**config.mk**
```make
export PLATFORM = sky130hd
export DESIGN_NAME = lsu_mem_master_flat
export DESIGN_NICKNAME = d
export VERILOG_FILES = /design/src/rtl/lsu_mem_if.sv /design/src/rtl/lsu_mem_master.sv /design/src/flat_wrapper.sv
export SDC_FILE = /design/constraint.sdc
export NUM_CORES = 1
export LEC_CHECK = 0
export ABC_CLOCK_PERIOD_IN_PS = 2600
export BUFFER_PORTS_ARGS = -buffer_cell sky130_fd_sc_hd__buf_2
export CAP_MARGIN = 25
export CORE_MARGIN = 1
export CORE_UTILIZATION = 40
export DETAILED_ROUTE_END_ITERATION = 6
export GPL_TIMING_DRIVEN = 0
export HOLD_SLACK_MARGIN = 0.15
export PLACE_DENSITY_LB_ADDON = 0.3
export SYNTH_ARGS = -nofsm -noshare
export SYNTH_HDL_FRONTEND = slang
export SYNTH_SLANG_ARGS = --single-unit
```
**constraint.sdc**
```tcl
create_clock -name clk -period 2.6 [get_ports clk]
set_input_delay 0.26 -clock clk [delete_from_list [all_inputs] [get_ports clk]]
set_output_delay 0.26 -clock clk [all_outputs]
set_load 0.05 [all_outputs]
```
**src/rtl/lsu_mem_if.sv**
```systemverilog
// Execute, data-memory and write-back handshake bundle for the LSU memory initiator.
// master = the LSU itself, slave = the execute stage / memory model / write-back side.
interface lsu_mem_if #(
    parameter int ADDR_W = 64
);
    logic              ex_valid;
    logic              ex_ready;
    logic              ex_we;
    logic [2:0]        ex_size;
    logic [ADDR_W-1:0] ex_addr;
    logic [63:0]       ex_wdata;

    logic              mem_req_valid;
    logic              mem_req_ready;
    logic              mem_req_we;
    logic [ADDR_W-1:0] mem_req_addr;
    logic [63:0]       mem_req_wdata;
    logic [7:0]        mem_req_wmask;
    logic              mem_resp_valid;
    logic              mem_resp_ready;
    logic [63:0]       mem_resp_rdata;

    logic              wb_valid;
    logic              wb_ready;
    logic [63:0]       wb_rdata;
    logic              wb_err;

    modport master (
        input  ex_valid, ex_we, ex_size, ex_addr, ex_wdata,
        input  mem_req_ready, mem_resp_valid, mem_resp_rdata,
        input  wb_ready,
        output ex_ready,
        output mem_req_valid, mem_req_we, mem_req_addr, mem_req_wdata, mem_req_wmask,
        output mem_resp_ready,
        output wb_valid, wb_rdata, wb_err
    );

    modport slave (
        output ex_valid, ex_we, ex_size, ex_addr, ex_wdata,
        output mem_req_ready, mem_resp_valid, mem_resp_rdata,
        output wb_ready,
        input  ex_ready,
        input  mem_req_valid, mem_req_we, mem_req_addr, mem_req_wdata, mem_req_wmask,
        input  mem_resp_ready,
        input  wb_valid, wb_rdata, wb_err
    );
endinterface

```
**src/rtl/lsu_mem_master.sv**
```systemverilog
// Single-outstanding load/store initiator: 8-byte-aligned masked memory requests, extended load results.
// Optional: define LSU_MISALIGN_CHK_EN to fault misaligned accesses instead of lane-truncating them.
module lsu_mem_master #(
    parameter int ADDR_W = 64
) (
    input logic       clk,
    input logic       rst_n,
    lsu_mem_if.master bus
);
    typedef enum logic [1:0] {IDLE, REQ, RESP, DONE} state_t;

    state_t            state_q, state_d;
    logic              we_q;
    logic [2:0]        size_q;
    logic [2:0]        off_q;
    logic [ADDR_W-1:0] addr_q;
    logic [63:0]       wdata_q;
    logic [7:0]        wmask_q;
    logic [63:0]       rdata_q;
    logic [7:0]        byte_en;
    logic              accept;
    logic              fault;

    function automatic logic [63:0] load_extend(input logic [63:0] rdata,
                                                input logic [2:0]  off,
                                                input logic [2:0]  size);
        logic [63:0] raw;
        raw = rdata >> {off, 3'b000};
        case (size[1:0])
            2'd0:    load_extend = size[2] ? {56'd0, raw[7:0]}  : {{56{raw[7]}}, raw[7:0]};
            2'd1:    load_extend = size[2] ? {48'd0, raw[15:0]} : {{48{raw[15]}}, raw[15:0]};
            2'd2:    load_extend = size[2] ? {32'd0, raw[31:0]} : {{32{raw[31]}}, raw[31:0]};
            default: load_extend = raw;
        endcase
    endfunction

    always_comb begin
        case (bus.ex_size[1:0])
            2'd0:    byte_en = 8'h01;
            2'd1:    byte_en = 8'h03;
            2'd2:    byte_en = 8'h0F;
            default: byte_en = 8'hFF;
        endcase
    end

    assign accept = (state_q == IDLE) && bus.ex_valid;

`ifdef LSU_MISALIGN_CHK_EN
    logic err_q;
    // {byte_en[7], byte_en[3], byte_en[1]} is n-1, i.e. the offset bits that must be zero
    assign fault = |(bus.ex_addr[2:0] & {byte_en[7], byte_en[3], byte_en[1]});

    always_ff @(posedge clk or negedge rst_n) begin
        if (!rst_n) begin
            err_q <= 1'b0;
        end else if (accept) begin
            err_q <= fault;
        end else if (state_q == DONE && bus.wb_ready) begin
            err_q <= 1'b0;
        end
    end

    assign bus.wb_err = err_q;
`else
    assign fault      = 1'b0;
    assign bus.wb_err = 1'b0;
`endif

    always_comb begin
        state_d            = state_q;
        bus.ex_ready       = 1'b0;
        bus.mem_req_valid  = 1'b0;
        bus.mem_resp_ready = 1'b0;
        bus.wb_valid       = 1'b0;
        case (state_q)
            IDLE: begin
                bus.ex_ready = 1'b1;
                if (bus.ex_valid) state_d = fault ? DONE : REQ;
            end
            REQ: begin
                bus.mem_req_valid = 1'b1;
                if (bus.mem_req_ready) state_d = RESP;
            end
            RESP: begin
                bus.mem_resp_ready = 1'b1;
                if (bus.mem_resp_valid) state_d = DONE;
            end
            DONE: begin
                bus.wb_valid = 1'b1;
                if (bus.wb_ready) state_d = IDLE;
            end
            default: state_d = IDLE;
        endcase
    end

    always_ff @(posedge clk or negedge rst_n) begin
        if (!rst_n) begin
            state_q <= IDLE;
            we_q    <= 1'b0;
            size_q  <= 3'd0;
            off_q   <= 3'd0;
            addr_q  <= '0;
            wdata_q <= '0;
            wmask_q <= '0;
            rdata_q <= '0;
        end else begin
            state_q <= state_d;
            if (accept) begin
                we_q    <= bus.ex_we;
                size_q  <= bus.ex_size;
                off_q   <= bus.ex_addr[2:0];
                addr_q  <= {bus.ex_addr[ADDR_W-1:3], 3'b000};
                // Bytes shifted past lane 7 are dropped: straddling accesses are never split
                wdata_q <= bus.ex_we ? (bus.ex_wdata << {bus.ex_addr[2:0], 3'b000}) : 64'd0;
                wmask_q <= bus.ex_we ? (byte_en << bus.ex_addr[2:0]) : 8'd0;
                rdata_q <= '0;
            end
            if (state_q == RESP && bus.mem_resp_valid) begin
                rdata_q <= we_q ? 64'd0 : load_extend(bus.mem_resp_rdata, off_q, size_q);
            end
        end
    end

    assign bus.mem_req_we    = we_q;
    assign bus.mem_req_addr  = addr_q;
    assign bus.mem_req_wdata = wdata_q;
    assign bus.mem_req_wmask = wmask_q;
    assign bus.wb_rdata      = rdata_q;
endmodule
```
**src/flat_wrapper.sv**
```systemverilog
// flat-port wrapper written by rule: the top's interface ports become plain ports
module lsu_mem_master_flat 
#(
    parameter int ADDR_W = 64
)
  (clk, rst_n, bus_ex_valid, bus_ex_we, bus_ex_size, bus_ex_addr, bus_ex_wdata, bus_mem_req_ready, bus_mem_resp_valid, bus_mem_resp_rdata, bus_wb_ready, bus_ex_ready, bus_mem_req_valid, bus_mem_req_we, bus_mem_req_addr, bus_mem_req_wdata, bus_mem_req_wmask, bus_mem_resp_ready, bus_wb_valid, bus_wb_rdata, bus_wb_err);
  lsu_mem_if #(.ADDR_W(ADDR_W)) bus_i ();
  input logic clk;
  input logic rst_n;
  input wire logic [$bits(bus_i.ex_valid)-1:0] bus_ex_valid;
  input wire logic [$bits(bus_i.ex_we)-1:0] bus_ex_we;
  input wire logic [$bits(bus_i.ex_size)-1:0] bus_ex_size;
  input wire logic [$bits(bus_i.ex_addr)-1:0] bus_ex_addr;
  input wire logic [$bits(bus_i.ex_wdata)-1:0] bus_ex_wdata;
  input wire logic [$bits(bus_i.mem_req_ready)-1:0] bus_mem_req_ready;
  input wire logic [$bits(bus_i.mem_resp_valid)-1:0] bus_mem_resp_valid;
  input wire logic [$bits(bus_i.mem_resp_rdata)-1:0] bus_mem_resp_rdata;
  input wire logic [$bits(bus_i.wb_ready)-1:0] bus_wb_ready;
  output wire logic [$bits(bus_i.ex_ready)-1:0] bus_ex_ready;
  output wire logic [$bits(bus_i.mem_req_valid)-1:0] bus_mem_req_valid;
  output wire logic [$bits(bus_i.mem_req_we)-1:0] bus_mem_req_we;
  output wire logic [$bits(bus_i.mem_req_addr)-1:0] bus_mem_req_addr;
  output wire logic [$bits(bus_i.mem_req_wdata)-1:0] bus_mem_req_wdata;
  output wire logic [$bits(bus_i.mem_req_wmask)-1:0] bus_mem_req_wmask;
  output wire logic [$bits(bus_i.mem_resp_ready)-1:0] bus_mem_resp_ready;
  output wire logic [$bits(bus_i.wb_valid)-1:0] bus_wb_valid;
  output wire logic [$bits(bus_i.wb_rdata)-1:0] bus_wb_rdata;
  output wire logic [$bits(bus_i.wb_err)-1:0] bus_wb_err;
  assign bus_i.ex_valid = bus_ex_valid;
  assign bus_i.ex_we = bus_ex_we;
  assign bus_i.ex_size = bus_ex_size;
  assign bus_i.ex_addr = bus_ex_addr;
  assign bus_i.ex_wdata = bus_ex_wdata;
  assign bus_i.mem_req_ready = bus_mem_req_ready;
  assign bus_i.mem_resp_valid = bus_mem_resp_valid;
  assign bus_i.mem_resp_rdata = bus_mem_resp_rdata;
  assign bus_i.wb_ready = bus_wb_ready;
  assign bus_ex_ready = bus_i.ex_ready;
  assign bus_mem_req_valid = bus_i.mem_req_valid;
  assign bus_mem_req_we = bus_i.mem_req_we;
  assign bus_mem_req_addr = bus_i.mem_req_addr;
  assign bus_mem_req_wdata = bus_i.mem_req_wdata;
  assign bus_mem_req_wmask = bus_i.mem_req_wmask;
  assign bus_mem_resp_ready = bus_i.mem_resp_ready;
  assign bus_wb_valid = bus_i.wb_valid;
  assign bus_wb_rdata = bus_i.wb_rdata;
  assign bus_wb_err = bus_i.wb_err;
  lsu_mem_master #(.ADDR_W(ADDR_W)) u_core (.clk(clk), .rst_n(rst_n), .bus(bus_i));
endmodule
```
Word-level counts from Yosys, hierarchy flattened

Cells that the tools add are included.

Add/sub/neg operators: 0
$mul: 0
Divide/modulo/power cells: 0
Magnitude comparators: 0
Equality and inequality tests: 11
Shifts and indexed selects: 3
Multiplexer cells: 19
Bitwise gates (word level): 0
Reductions and logical operators: 7

Operator list:

| cell                                                            | count |
|---|---|
| 64-bit 2-to-1 mux                                               | 7 |
| 64-bit case mux with 3 select lines                             | 1 |
| 64-bit by 6-bit left shift with 64-bit output                   | 1 |
| 64-bit by 6-bit >> shifter with 64-bit output                   | 1 |
| 8-bit case mux with 3 select lines                              | 1 |
| 2-bit == test, second input constant                            | 4 |
| 2-bit 2-to-1 mux                                                | 4 |
| 8-bit 2-to-1 mux                                                | 1 |
| 2-bit inequality test, second input constant                    | 4 |
| 2-bit case mux with 4 select lines                              | 1 |
| 8-bit by 3-bit left shift with 8-bit output                     | 1 |
| 2-bit by 1-bit == test with 1-bit output, second input constant | 3 |
| 2-bit zero test                                                 | 3 |
| 1-bit 2-to-1 mux                                                | 4 |
| 4-bit AND reduction                                             | 1 |
| 1-bit logical AND                                               | 2 |
| 2-bit nonzero test                                              | 1 |

Register bits: 206
Bits in latches: 0
Bits in writable memories: 0
Bits in read-only memories: 0
Logic and storage cells: 48
Memories: 0

Longest topological paths before layout

Gate-level depths: netlist of the first run.

Word-level depth: 5
Mapped depth: 9
Gate-level depth less buffers: 7

Worst setup path before layout of the first run

No wires, ideal clock.

Path type: register to register
Start point: reg u_core.state_q[0]
End point: reg u_core.addr_q[59], in the netlist u_core.bus.mem_req_addr[59]
Setup time: 0.125 ns
Data arrival time: 2.359 ns
Data required time: 2.475 ns
Setup slack: 0.116 ns
Stages on the path, launching flop included: 8
Path buffers: 3
Period minus slack after synthesis: 2.484 ns
Path through: dfrtp_1 inv_1 ha_1 and2_1 clkbuf_1 clkbuf_1 clkbuf_1 mux2_2

Cells in the longest elaborated chain, start to end: 2

Ends and longest elaborated chain:

| element                | line                  | text |
|---|---|---|
| start, declared        | lsu_mem_master.sv:12  | `state_t state_q, state_d;` |
| start signal, assigned | lsu_mem_master.sv:107 | `state_q <= state_d;` |
| 2-bit zero test        | lsu_mem_master.sv:46  | `assign accept = (state_q == IDLE) && bus.ex_valid;` |
| 1-bit logical AND      | lsu_mem_master.sv:46  |  |
| end signal, assigned   | lsu_mem_master.sv:112 | `addr_q <= {bus.ex_addr[ADDR_W-1:3], 3'b000};` |
| end, declared          | lsu_mem_master.sv:16  | `logic [ADDR_W-1:0] addr_q;` |

No other way between the ends.
A chain may end at the register's enable or synchronous reset.

Final worst setup path of the first run

Start point: reg u_core.state_q[1]
End point: reg u_core.wdata_q[36], in the netlist u_core.bus.mem_req_wdata[36]

Cells in the longest elaborated chain, start to end: 2

Ends and longest elaborated chain:

| element              | line                  | text |
|---|---|---|
| 2-bit zero test      | lsu_mem_master.sv:46  |  |
| 1-bit logical AND    | lsu_mem_master.sv:46  |  |
| end signal, assigned | lsu_mem_master.sv:114 | `wdata_q <= bus.ex_we ? (bus.ex_wdata << {bus.ex_addr[2:0], 3'b000}) : 64'd0;` |
| end, declared        | lsu_mem_master.sv:17  | `logic [63:0] wdata_q;` |

No other way between the ends.

==> summary by stage, run 1 <==
Run status
The flow ran to the end, and the final reports show no timing, DRC or antenna violations.

Synth
The multiplexer share of the synthesized area is 24.2%. The cell count after synthesis came out at 1022. Counting flops with a built-in enable in the synthesized netlist gives 0.

The share of synthesized cell area in and, or, nand and nor gates is 7.39%. After synthesis, the largest family of logic cells by area is multiplexers. Yosys attributes the largest share of cell area to dfrtp_1 47%, mux2_2 10%, mux2i_1 7.5%.

The adder and majority gate portion of the synthesized area is 0.452%. The total number of yosys warnings is 0. After synthesis, the netlist uses 49 different library cells. The mapped netlist covers 11100 µm². The XOR/XNOR share of the synthesized area is 0%. The most common cell in the synthesized netlist is dfrtp_1. The register bit total from synthesis is 206. Sequential elements use 46.6% of the synthesized area. After synthesis, the largest area contributor takes up 46.6% of total cell area. Dividing the synthesized area by the synthesized cell count gives 10.8 µm².

In the synthesized netlist the dominant register cell turns out to be dfrtp_1. The post-synthesis compound-gate area fraction is 17.3%. Counting flops with an async set or reset pin after synthesis yields a share of 100%. The synthesized design spends more area on one cell type than any other, namely dfrtp_1. Ranked by instance count, the synthesized netlist is headed by 206 x dfrtp_1, 139 x nand2_1, 99 x mux2_2, 97 x o21ai_0, 83 x mux2i_1.

Detailed routing
For this block, the via count after detailed routing is 10800. The detailed-router iteration count before antenna repair is 5. In the final routed layout, each cell accounts on average for 22.3 µm.

After detailed routing, the total wire length is 42500 µm. The count of nets left with antenna violations once routing finished came out at 0. The vias per cell is 5.67. In the routed design, unresolved DRC markers number 0.

The DRC marker count from the first detailed-route iteration is 866.

Setup path
On the critical path the largest part of the delay comes from buffers and inverters. In this run the worst path has a maximum fanout of 10. The critical path starts at u_core.state_q[1]. The endpoint class of the critical path is a flip-flop. The worst setup path is launched from a flip-flop. The data arrival time of the critical path is 2.82 ns.

Among all stages on the critical path, the largest delay is contributed by dfrtp_1. The delay contributed by the slowest stage of the critical path is 0.40 ns. The required arrival time at the worst endpoint is 3.04 ns. The critical path is of the reg2reg type.

The beginning of the worst register-to-register path is u_core.state_q[1]. Walking the worst path, the cells encountered are inv_1, ha_1, and2_1, clkbuf_1, nand2_1, nor2_4, buf_2, a22oi_1, o221ai_1. The number of buffers and inverters on the critical path is 3.

Layout
The final cell area excluding filler cells is 15300 µm². The count of nets after finishing is 1751. After filler insertion, the fill cell instance count of the layout stands at 2397. Relative to the synthesized area, the layout overhead comes to 38.7%. Of the cells placed in the final design, the portion with a size suffix greater than 1 is 39.5%. The finished layout holds 1904 standard cells, fillers aside.

Clock tree
The number of clock buffers added by TritonCTS is 25. Clock-pin slew was measured on the worst setup and hold paths at 0.06 ns. The depth of the CTS H-tree is 1.

The clock passes through at most 3 buffers. In this run the clock root is driven by a clkbuf_16. The total number of clock tree sinks is 206.

After clock tree synthesis, the setup repair step added 0 buffers. The CTS tree is built. Clock latency on the worst-skew pair, taken at its later pin, is 0.53 ns.

Timing
At the pin with the least slew margin, the transition time is 0.818 ns. The final count of hold timing violations is 0. The final number of max-transition violations is 0.

Setup repair after global routing left no endpoint under its margin. The worst hold slack is 0.169 ns. The post-route setup TNS is 0 ns. The final critical path takes up 91.4% of the cycle. The worst clock skew on the final layout is 0.0148 ns. Setup violations remaining at the end of the flow were counted as 0. The worst slew margin relative to its limit is 45.2%.

The maximum operating frequency is 421 MHz. The smallest clock period supported by the final layout is computed as 2.38 ns.

Flow run
The tool flagged a number of max-cap violations equal to 0.

Placed design
Input and output buffers added on the ports amount to 399. The number of placed instances, taps included, is 1768. Summing all placed instances gives a cell area of 13600 µm².

After legalization and detailed placement, the total HPWL measured 32200 µm. The global placer's final weighted congestion is 0.982.

GRT
Entering global routing, the biggest net connects 110 pins. For this run the aggregate overflow at the end of global routing stands at 0. The number of antenna violations at the first check in global routing came to 2. The all-layer global routing usage is 29.8%. The wire length of the first global-routing pass is 64500 µm.

The via count of the first global-routing pass is 11100.

Floorplan
During I/O placement, the number of pins put on the boundary was 408. The starting utilization of the core area is 40.9%. Measured along the y axis, the die boundary spans 168 µm.

The number of rows created at floorplan is 60. The area of the die is 28300 µm². The die boundary width is 168 µm. The region available for standard cell placement spans 27000 µm².

Worst hold path
The startpoint identified for the worst hold timing path is bus_ex_wdata[22]. The min-delay analysis places its worst path in the category in2reg.

Pwr
Summed over all cells, the static leakage comes to 0.00751 µW. IR analysis of the VDD net gives a maximum drop of 0.921 mV. In this run the power density over the cells is 1370 nW/µm².
-- final timing paths --
path                                                endpoint  slack [ns]  depth (start not counted)
worst max-delay path            u_core.bus.mem_req_wdata[36]        0.22                          9
worst min-delay path            u_core.bus.mem_req_wdata[38]        0.17                          3
worst max register to register  u_core.bus.mem_req_wdata[36]        0.22                          9
worst min register to register  u_core.bus.mem_req_wdata[42]        0.47                          2
max in group asynchronous        u_core.bus.mem_req_wdata[2]        1.19                          3
min in group asynchronous        u_core.bus.mem_req_addr[44]        0.40                          2
-- registers in the layout, indices dropped and copies added, names as in the netlist --
name / cells
u_core.bus.mem_req_we: 1
u_core.off_q: 3
u_core.bus.mem_req_addr: 61
u_core.bus.mem_req_wmask: 8
u_core.bus.wb_rdata: 64
u_core.bus.mem_req_wdata: 64
u_core.state_q: 2
u_core.size_q: 3
-- cells in the final DEF (no fill, tap or decap), types with 9 or more instances in the layout --
cell type / instances
a21oi_1: 45
a22o_1: 34
a22oi_1: 23
a32oi_1: 9
buf_1: 15
buf_2: 418
buf_4: 9
clkbuf_1: 47
clkbuf_16: 25
dfrtp_1: 206
dlygate4sd3_1: 90
mux2_2: 99
mux2i_1: 83
mux4_2: 32
nand2_1: 139
nor2_1: 45
o21ai_0: 97
o21ai_1: 9
o31ai_1: 25
-- area by class of cell --
type	instances	area [µm²]	share of cell area, %
inverters	11	41.3	0.269
multi-input cells	717	5490	35.8
repair buffers	493	2960	19.3
plain buffers	91	408	2.66
clock buffers	37	741	4.83
flip-flops and latches	206	5150	33.6
diodes	1	2.50	0.0163
clock inverters	7	123	0.799
well taps	341	427	2.78
-- tightest hold or removal path: stages --
cell	delay [ns]
buf_2	0.15
mux2i_1	0.08
o221ai_1	0.17
-- power by group --
| group | total, µW | switching [µW] | internal (µW) |
|---|---|---|---|
| Clock | 3660 | 1400 | 2260 |
| Sequential | 5330 | 783 | 4550 |
| Combinational | 12000 | 8700 | 3330 |
| Total | 21000 | 10900 | 10100 |
-- stage by stage --
| stage | power [µW] | util (%) | setup slack, ns |
|---|---|---|---|
| 2_1_floorplan | 13900 | - | 0.116 |
| 6_report | 21000 | 56.8 | 0.224 |
| 4_1_cts | 21000 | 56.7 | 0.0338 |
| 3_3_place_gp | 17000 | 50.0 | -2.33 |
| 5_1_grt | 22000 | 56.8 | 0.0543 |
| 3_5_place_dp | 17200 | 50.1 | 0.0253 |
-- logic make-up (layout without fill, tap and decap cells) --
group | count (synthesis) | in the layout
adder cells (fa/ha/maj) | 4 | 4
flip-flops | 206 | 206
buffers and inverters | 102 | 639
AO/OA/AOI/OAI | 288 | 288
AND/OR/NAND/NOR | 206 | 206
multiplexers | 215 | 215
other | 1 | 5
-- per-layer routing --
metal | GRT usage (%) | vias to the layer above | part of all wire (%)
li1 | - | 4822 | -
met1 | 36.0 | 5226 | 38
met4 | 13.0 | 2 | 4.7
met2 | 51.1 | 632 | 49
met5 | 0 | - | 0.024
met3 | 6.30 | 122 | 8.4
-- repair_timing --
| item | 4_1_cts | 5_1_grt |
|---|---|---|
| hold endpoints to repair | 184 | 0 |
| hold buffers | 90 | 0 |
| gates resized for setup | 1 | 11 |
| endpoints found under the setup margin | 1 | 71 |
| pin swaps | 0 | 0 |
Power figures use the tool's default switching activity.
==> run 2, diff against run 1 <==
--- a/config.mk
+++ b/config.mk
@@ -10,10 +10,11 @@
 export CAP_MARGIN = 25
 export CORE_MARGIN = 1
 export CORE_UTILIZATION = 40
+export CTS_CLUSTER_SIZE = 25
 export DETAILED_ROUTE_END_ITERATION = 6
 export GPL_TIMING_DRIVEN = 0
 export HOLD_SLACK_MARGIN = 0.15
-export PLACE_DENSITY_LB_ADDON = 0.3
+export PLACE_DENSITY = 0.67
 export SYNTH_ARGS = -nofsm -noshare
 export SYNTH_HDL_FRONTEND = slang
 export SYNTH_SLANG_ARGS = --single-unit
==> summary by stage, run 2 (synthesized netlist as in run 1, its figures left out) <==
Run status
The run finished with clean final reports.

Setup path
The largest fanout of any net on the critical path is 10 (unchanged). The logic depth of the worst register-to-register path was 8 (-1). The worst reg2reg path endpoint is u_core.bus.wb_rdata[35]. The endpoint class of the critical path is a flip-flop. The data arrival time of the critical path is 2.75 ns (-0.07 ns). The slack of the worst reg-to-reg path is 0.23 ns (about the same). In this run the critical register-to-register path is launched from u_core.off_q[0]. The required arrival time at the worst endpoint is 2.98 ns (-0.06 ns). The cell repeated most along the worst path is buf_4.

The delay contributed by the slowest stage of the critical path is 0.38 ns (-0.02 ns). The critical path launch point type is a flip-flop. The critical setup path kind is reg2reg.

Walking the worst path, the cells encountered are buf_6, buf_4, buf_4, buf_4, mux2i_1, a21oi_1, a21oi_1, o31ai_1. The library cell contributing the largest single delay on the critical path is mux2i_1.

Timing
The worst slew margin relative to its limit is 30.5% (-15 points). The final critical-path share of the clock period is 91.2% (-0.20 points). The worst clock skew on the final layout was 0.0119 ns (-0.00287 ns).

The worst hold slack is 0.175 ns (+0.00603 ns). The clock period minus worst slack was 2.37 ns (-0.00518 ns). Setup repair after global routing left no endpoint under its margin. The count of final setup violators is 0 (unchanged). The final number of max-transition violations is 0 (unchanged). The maximum operating frequency came to 422 MHz (+0.22%). The final count of hold timing violations is 0 (unchanged).

The transition time of the tightest slew-check pin is 1.03 ns (+0.216 ns).

Floorplan
The number of rows created at floorplan is 60 (unchanged). The die boundary width is 168 µm (unchanged). The vertical die dimension came to 168 µm (unchanged).

The total I/O pin count is 408 (unchanged). The area of the die was 28300 µm² (unchanged). The starting utilization of the core area is 40.9% (unchanged). The standard cell core area is 27000 µm² (unchanged).

Detailed routing
The total number of vias is 10800 (+0.42%). The antenna violation net count after detailed routing was 0 (unchanged). The number of design rule violations left after detail routing came to 0 (unchanged). The final routed wirelength across all metal layers is 43700 µm (+2.8%).

The vias per cell was 5.71 (+0.63%). The detailed-router iteration count before antenna repair is 5 (unchanged). The DRC marker count from the first detailed-route iteration is 955 (+10%). The post-detailed-route wirelength per cell is 23.0 µm (+3.0%).

Layout
The proportion of layout cells with a drive suffix above 1 is 39.5% (about the same). In the layout the commonest cells are 419 x buf_2, 206 x dfrtp_1, 139 x nand2_1. The synthesis-to-layout area growth is 38.5% (about the same). The antenna diode count is 0 (-1). The most common library cell in the layout ignoring fill and taps is buf_2. The total area of multi-input combinational cells is 5490 µm² (unchanged). The count of nets after finishing is 1749 (-0.11%). The number of filler cells placed in the layout is 2392 (-0.21%). The sequential cell area was 5150 µm² (unchanged).

Clock tree
The maximum buffer depth of the clock tree is 3 (unchanged). The total CTS buffers came to 25 (unchanged). The number of post-CTS setup repair buffers is 0 (unchanged). The post-CTS clock slew at the launch and capture registers of the worst setup and hold paths was 0.06 ns (about the same). The CTS tree is built.

The total number of clock tree sinks came to 206 (unchanged). The clock insertion delay at the later pin of the skew report came to 0.53 ns (about the same). The depth of the CTS H-tree was 1 (unchanged). The buffer cell driving the clock tree root is clkbuf_16.

Placed design
The detailed placer's ending HPWL is 33300 µm (+3.2%). The global placer's final weighted congestion was 1.00 (+2.0%). The count of buffers inserted at the top-level ports is 399 (unchanged).

GRT
The wire length of the first global-routing pass is 66100 µm (+2.5%). The via count of the first global-routing pass is 11200 (+1.3%). The pin count of the biggest net entering global routing was 85 (-23%). The all-layer global routing usage came to 30.5% (+0.73 points). The number of antenna violations at the first check in global routing is 2 (unchanged). The total congestion overflow is 0 (unchanged).

Worst hold path
The worst hold path stage count is 3 (unchanged). The worst hold path belongs to the class in2reg. The startpoint of the worst hold path is bus_ex_wdata[20]. The endpoint of the worst hold path is u_core.bus.mem_req_wdata[36].

Pwr
The maximum VDD drop is 0.997 mV (+8.2%). The overall power after layout was 21000 µW (about the same). The power density normalized to cell area is 1370 nW/µm² (+0.15%). The static leakage came to 0.00749 µW (-0.23%).

Flow run
The count of maximum capacitance violations is 0 (unchanged).
[run 2: cell types whose count changed in the layout (fill, tap and decap cells not counted), sizes merged]
| cell | change |
|---|---|
| clkbuf | -7 |
| clkinv | +2 |
| clkinvlp | +2 |
| buf | +1 |
| diode | -1 |
| dlygate4sd3 | -1 |
[run 2: layout make-up]
class	count	area share [%]
Buffer	90	2.61
Clock buffer	32	4.58
Clock inverter	11	0.971
Inverter	11	0.269
Multi-Input combinational cell	717	35.8
Sequential cell	206	33.6
Tap cell	341	2.78
Timing Repair Buffer	492	19.3
[run 2: per-stage QoR]
| step | setup TNS, ns | area [µm²] | util (%) | setup slack [ns] | std cells |
|---|---|---|---|---|---|
| after floorplan | 0 | 11100 | - | 0.116 | 1025 |
| after global placement | -478.55 | 13500 | 50.0 | -2.32 | 1765 |
| after detailed placement | -0.197 | 13600 | 50.2 | -0.0835 | 1769 |
| after CTS | 0 | 15300 | 56.7 | 0.0391 | 1901 |
| after global routing | 0 | 15300 | 56.7 | 0.0521 | 1900 |
| final | 0 | 15300 | 56.7 | 0.229 | 1900 |
[run 2: worst max-delay path: cells and delay by family (launching register included)]
family          cells  cell delay, ns
compound gates      3            0.63
buf+inv             4            0.87
flops               1            0.34
mux                 1            0.38
[run 2: report_power, final]
group	internal [µW]	total, µW	switching, µW
sequential	4550	5370	824
clock	2200	3610	1410
combinational	3320	12100	8730
[run 2: timing repair]
action | 4_1_cts | 5_1_grt
gates resized for setup | 3 | 2
endpoints found under the setup margin | 10 | 34
hold endpoints to repair | 208 | 0
hold buffers | 89 | 0
[run 2: how the worst max path moves through the flow]
| stage | to | depth (start not counted) | slack, ns | from |
|---|---|---|---|---|
| floorplan | u_core.bus.mem_req_addr[59] | 7 | 0.12 | u_core.state_q[0] |
| global placement | u_core.bus.mem_req_wdata[8] | 1 | -2.32 | rst_n |
| detailed placement | u_core.bus.mem_req_wdata[44] | 9 | -0.08 | u_core.state_q[0] |
| CTS | u_core.bus.wb_rdata[28] | 9 | 0.04 | u_core.state_q[0] |
| global route | u_core.bus.wb_rdata[62] | 6 | 0.05 | u_core.off_q[0] |
| finish | u_core.bus.wb_rdata[35] | 8 | 0.23 | u_core.off_q[0] |
[run 2: metal layers]
layer	global-route usage [%]	vias up	part of all wire [%]
li1	-	4809	-
met1	35.9	5253	38
met5	0	-	0.048
met4	14.4	4	5.2
met2	53.0	652	49
met3	6.39	131	8.4
